## src/rtl/fetch_unit.sv

```systemverilog
// Instruction fetch stage: sequential PC generation, in-order request tracking and
// a small queue of {pc, instr} entries feeding decode, with redirect flush.
module fetch_unit #(
  parameter logic [31:0] RESET_PC = 32'h0000_0000,
  parameter int          DEPTH    = 4
) (
  input  logic        clk,
  input  logic        reset_n,
  output logic        imem_req_valid,
  input  logic        imem_req_ready,
  output logic [31:0] imem_req_addr,
  input  logic        imem_resp_valid,
  input  logic [31:0] imem_resp_data,
  input  logic        redirect,
  input  logic [31:0] redirect_pc,
  output logic        if_valid,
  input  logic        if_ready,
  output logic [31:0] if_instr,
  output logic [31:0] if_pc
);

  localparam int PW = (DEPTH > 1) ? $clog2(DEPTH) : 1;
  localparam int CW = PW + 1;
  localparam logic [CW:0] DEPTH_V = (CW+1)'(DEPTH);

  logic [31:0]   fetch_pc_reg;
  logic [PW-1:0] alloc_ptr_reg, fill_ptr_reg, head_ptr_reg;
  logic [CW-1:0] count_reg;     // allocated, not yet popped
  logic [CW-1:0] inflight_reg;  // allocated, response not yet written
  logic [CW-1:0] drop_cnt_reg;  // responses still owed for flushed requests

  logic [31:0]      pc_arr    [DEPTH];
  logic [31:0]      instr_arr [DEPTH];
  logic [DEPTH-1:0] filled_vec;

  logic [CW:0] occupancy;
  logic        req_fire, resp_fill, resp_drop, pop;

  assign occupancy      = {1'b0, count_reg} + {1'b0, drop_cnt_reg};
  assign imem_req_valid = reset_n && !redirect && (occupancy < DEPTH_V);
  assign imem_req_addr  = fetch_pc_reg;
  assign req_fire       = imem_req_valid && imem_req_ready;
  assign resp_drop      = imem_resp_valid && (drop_cnt_reg != '0);
  assign resp_fill      = imem_resp_valid && (drop_cnt_reg == '0);

  // An unfilled head blocks everything behind it, keeping program order.
  assign if_valid = !redirect && filled_vec[head_ptr_reg] && (count_reg != '0);
  assign if_pc    = pc_arr[head_ptr_reg];
  assign if_instr = instr_arr[head_ptr_reg];
  assign pop      = if_valid && if_ready;

  generate
    for (genvar gi = 0; gi < DEPTH; gi++) begin : g_entry
      logic [31:0] pc_reg;
      logic [31:0] instr_reg;
      logic        filled_reg;

      always_ff @(posedge clk or negedge reset_n) begin
        if (!reset_n) begin
          pc_reg     <= '0;
          instr_reg  <= '0;
          filled_reg <= 1'b0;
        end else if (redirect) begin
          filled_reg <= 1'b0;
        end else begin
          if (req_fire && alloc_ptr_reg == PW'(gi)) begin
            pc_reg     <= fetch_pc_reg;
            filled_reg <= 1'b0;
          end
          if (resp_fill && fill_ptr_reg == PW'(gi)) begin
            instr_reg  <= imem_resp_data;
            filled_reg <= 1'b1;
          end
          if (pop && head_ptr_reg == PW'(gi)) begin
            filled_reg <= 1'b0;
          end
        end
      end

      assign pc_arr[gi]     = pc_reg;
      assign instr_arr[gi]  = instr_reg;
      assign filled_vec[gi] = filled_reg;
    end
  endgenerate

  always_ff @(posedge clk or negedge reset_n) begin
    if (!reset_n) begin
      fetch_pc_reg  <= RESET_PC;
      alloc_ptr_reg <= '0;
      fill_ptr_reg  <= '0;
      head_ptr_reg  <= '0;
      count_reg     <= '0;
      inflight_reg  <= '0;
      drop_cnt_reg  <= '0;
    end else if (redirect) begin
      fetch_pc_reg  <= {redirect_pc[31:2], 2'b00};
      alloc_ptr_reg <= '0;
      fill_ptr_reg  <= '0;
      head_ptr_reg  <= '0;
      count_reg     <= '0;
      inflight_reg  <= '0;
      // A response arriving now retires one owed word, whether it was already
      // marked for dropping or belonged to an entry being flushed.
      drop_cnt_reg  <= drop_cnt_reg + inflight_reg - CW'(imem_resp_valid);
    end else begin
      if (req_fire) fetch_pc_reg <= fetch_pc_reg + 32'd4;
      alloc_ptr_reg <= alloc_ptr_reg + PW'(req_fire);
      fill_ptr_reg  <= fill_ptr_reg + PW'(resp_fill);
      head_ptr_reg  <= head_ptr_reg + PW'(pop);
      count_reg     <= count_reg + CW'(req_fire) - CW'(pop);
      inflight_reg  <= inflight_reg + CW'(req_fire) - CW'(resp_fill);
      drop_cnt_reg  <= drop_cnt_reg - CW'(resp_drop);
    end
  end

endmodule

```

## config.mk

```make
export PLATFORM = sky130hd
export DESIGN_NAME = fetch_unit
export DESIGN_NICKNAME = d
export VERILOG_FILES = /design/src/rtl/fetch_unit.sv
export SDC_FILE = /design/constraint.sdc
export NUM_CORES = 1
export LEC_CHECK = 0
export CAP_MARGIN = 0
export CELL_PAD_IN_SITES_DETAIL_PLACEMENT = 1
export CELL_PAD_IN_SITES_GLOBAL_PLACEMENT = 2
export CORE_MARGIN = 2
export CORE_UTILIZATION = 43
export DETAILED_ROUTE_END_ITERATION = 6
export PLACE_DENSITY = 0.83
export SYNTH_ARGS = -nofsm -noshare
export SYNTH_HDL_FRONTEND = slang
export SYNTH_SLANG_ARGS = --single-unit
```

## constraint.sdc

```tcl
create_clock -name clk -period 6.4 [get_ports clk]
set_clock_uncertainty 0.05 [all_clocks]
set_input_delay 0.64 -clock clk [delete_from_list [all_inputs] [get_ports clk]]
set_output_delay 0.64 -clock clk [all_outputs]
set_load 0.01 [all_outputs]
```

==> metrics list <==
- Type of the most critical hold path: reg -> reg
- Setup slack on the critical path of the routed design comes to around 2300 ps.
- Die footprint: approximately 33000 sq um
- Final WL: 33420 microns
- The detailed router placed approximately 8500 vias in this run.
- The synthesized design contains 0 enable-type register cells.
* Per-instance average area after synthesis: 14.29 sq um
- The worst-case IR drop observed on VDD is 144.5 uV.
* Ports: between 150 and 200
- Floorplan Core Area: 31470 sq um
* Maximum count of clock buffers along a single path: 3
- In the routed design, unresolved DRC markers number 0.
- Entering global routing, the biggest net connects a little under 80 pins.
* Switching power as a share of total power: 26.47%
- Summing the areas of all xor and xnor instances in the mapped netlist gives around 1.0% of the synthesized area.
* Antenna violations before repair: 1
- Starting Density: between 40 and 50%
- At the later pin of the worst-skew pair, clock insertion delay measures between 500 and 600 ps.
- The synthesized netlist devotes around 3.2% of its cell area to compound gates.
- Dividing the detail-routed wire length by the instance count gives around 22 microns.
- The net count of the finished layout is 1190.
* Layout cells sized above 1: between 30% and 40%
* Max Transition Viols Final: 0
* Seq pwr share: a little over two fifths
- For this run, the share of the core covered by cells in the final layout is roughly 53%.
- Setup violations remaining at the end of the flow were counted as 0.
- Antenna Diode Count: 0
- Relative to the synthesized area, the layout overhead comes to 22.26%.
* Share of synthesized cell area in full adder, half adder and majority cells: approximately 1.8%
- Distinct cell type count after synthesis: 52
- Multiplexer cells account for about 30% of the synthesized area.
- The total overflow left after global routing is 0.
- After layout, the worst path uses between 60% and 70% of the clock period.
* Number of global-route vias before repair: between 9000 and 10000
- In this run the tool buffered the top-level ports with approximately 160 buffer cells.
- Area share of the largest cell type after synthesis: between 50% and 60%
- TritonCTS built the clock tree.
- The internal power of the cells totals 4.350 mW.
- Total Neg Setup Slack: 0 ps
- In this run the static leakage power is 7.615 nW.
* Clock-pin slew of the registers on the worst-case setup and hold paths: approximately 60 ps
- The count of nets left with antenna violations once routing finished came out at 0.
- Hold Violations, Final: 0
* RD Place Congestion: ~0.73
- The share of total power dissipated in combinational logic is around a quarter.
- Post-synthesis register bit count: a little under 300
- In this run, the number of DRC markers left after iteration 0 of detailed routing was between 400 and 500.
* Share of the yosys chip area belonging to registers: 54.30%
* Sink Count: 297
- The die is 182.4 microns wide.
* Total of max-cap violations: 0
* Arrival time at the worst endpoint: approximately 4500 ps
- CP Class: in -> reg
- Std-Cell Rows: 65
- Power spread over the standard cell area amounts to about 350 nW/um^2.
- Simple-gate portion of the synthesized area: between 6 and 7%
- In the synthesized netlist the async set-or-reset flop fraction comes to 100.0%.
- Clock power share: approximately a third
* Vias per cell: ~5.5
- Normalized max-slew margin: a little over a quarter
* Count of warnings emitted by yosys: 0
* Required time reported for the critical path endpoint: 6730 ps
- Global routing consumed, over all layers together, 20.83% of the routing resources.
- The first global-routing pass estimated between 50000 and 60000 microns of wire.
- Number of cells produced by synthesis: roughly 960
- Total standard cell area after synthesis: around 14000 sq um
- Subtracting the final worst setup slack from the clock period gives just over 4000 ps.
* Synth top area cells: dfrtp_1 54%, mux2_2 18%, mux4_2 10%
- Die Y-Extent: roughly 180 microns
* Number of optimization iterations in the first detailed-route pass: 6
* Worst slack at placement: approximately 2400 ps
- For this design the total switching power over the nets is around 1.6 mW.
* Post-cts gate resize count: 0
- Half-perimeter wire length after placement: 20760 microns
- Most instantiated flip-flop cell in the synthesis netlist: dfrtp_1
- Max FFs per register: 128
- Root buf cell: clkbuf_16
- After synthesis, the largest family of logic cells by area is multiplexers.
- Kind of launch point of the worst setup path: input pin
- Setup repair after global routing missed its margin: false
- Result of the run: completed
- Crit path max fanout: around 40
- dfrtp_1 is the most common cell in the netlist.
* Highest attainable clock frequency: 242.1 MHz
- TritonCTS created 35 clock buffers.
* Overall power: around 5.9 mW
- CP Capture Type: flop
- Total number of H-tree levels: 2
- Transition time of the tightest slew-check pin: about 1100 ps
- Of all cell types, the one taking the most synthesized area is dfrtp_1.
* Most used standard cells in the synthesized netlist: 297 x dfrtp_1, 214 x mux2_2, 63 x mux4_2
-- per-stage QoR --
step / hold WS [ps] / area, sq um / cells
2_1_floorplan: 294.4 / 13700 / 961
3_3_place_gp: 406.7 / 15580 / 1466
3_5_place_dp: 420.0 / 15580 / 1466
4_1_cts: 433.0 / 16730 / 1528
5_1_grt: 462.3 / 16730 / 1528
6_report: 426.8 / 16730 / 1528
-- critical path: stages --
cell and delay, ps:
dlygate4sd3_1 570, buf_8 310, nor3b_2 280, and4_1 680, buf_4 350, nand3_2 850
and3b_1 560, o22a_1 180
-- placed cells by master (no fill, tap or decap), types with 2 or more instances in the layout --
cell type        netlist  routed
a21oi_1                7       7
mux2_4                19      19
nand3_1               14      14
xnor2_1               11      11
nand3b_1               7       7
mux2_2               214     214
or4_1                  2       2
nor2b_1               10      10
dfrtp_1              297     295
a32oi_1                3       3
clkbuf_1              36       9
nor2_1                29      29
nand4_1               16      16
inv_1                 17      17
nor4_1                 2       2
nand2_1               54      54
o211ai_1               6       6
clkbuf_16              0      36
nand2b_1               2       2
o21ai_0               36      36
buf_4                  8      13
conb_1                 1       4
and2_1                 4       4
ha_1                  15      15
dfrtp_4                0       2
xor2_1                 5       5
clkdlybuf4s50_1        0     159
and4_1                 2       2
clkbuf_8               0       9
clkinv_2               0       2
and3b_1                2       2
o31a_1                 2       2
o31ai_1                3       3
mux4_2                63      63
a22oi_1                2       2
fa_1                   3       3
mux2i_1                3       3
a221o_1                5       5
nor3_1                 5       5
and3_1                11      10
-- path summary, 6_finish.rpt --
path                       cells past startpoint  slack (ps)                              start                                 to
hold / removal                                 2         430  g_entry[1].pc_reg[30]$_DFFE_PN0P_  g_entry[1].pc_reg[30]$_DFFE_PN0P_
setup / recovery                               8        2270                            reset_n  g_entry[3].filled_reg$_DFFE_PN0P_
setup reg to reg                               7        2710             count_reg[2]$_DFF_PN0_  g_entry[3].filled_reg$_DFFE_PN0P_
max in group asynchronous                      4        3810                            reset_n          head_ptr_reg[1]$_DFF_PN0_
min in group asynchronous                      2         560                            reset_n   g_entry[0].pc_reg[9]$_DFFE_PN0P_
hold reg to reg                                2         430  g_entry[1].pc_reg[30]$_DFFE_PN0P_  g_entry[1].pc_reg[30]$_DFFE_PN0P_
-- power groups by stage --
stage | Clock (mW) | Combinational, mW | Sequential (mW)
floorplan | 0 | 0.863 | 2.41
global placement | 0 | 1.47 | 2.47
detailed placement | 0 | 1.51 | 2.50
CTS | 2.01 | 1.52 | 2.47
global route | 2.09 | 1.62 | 2.52
finish | 1.95 | 1.49 | 2.47
-- per-layer routing --
layer  global-route usage [%]  share of wire, %  vias to the layer above
met4                    4.742               1.8                        0
li1                         -                 -                     3777
met5                        0                 0                        -
met2                    35.76                51                      160
met3                    3.013               4.0                       41
met1                    28.23                43                     4485
-- logic make-up after synthesis --
logic type,after synthesis
xor gates and xnor gates,16
and+or+nand+nor,168
DFF,297
muxes,299
buffers and inverters,89
other,1
AOI/OAI and AO/OA,70
adders and majority gates,18
-- layout make-up --
class,count,area [sq um]
clock buffer,54,1059
clock inverter,7,81.33
fill,3058,14740
inverter,18,67.56
multi-input combinational,575,5866
sequential,297,7440
tap,402,503.0
timing repair buffer,175,1719
-- what timing repair did --
item	4_1_cts	5_1_grt
endpoints found under the hold margin	37	0
buffers inserted	0	0
hold buffers	1	0
(Power assumes the default switching activity.)
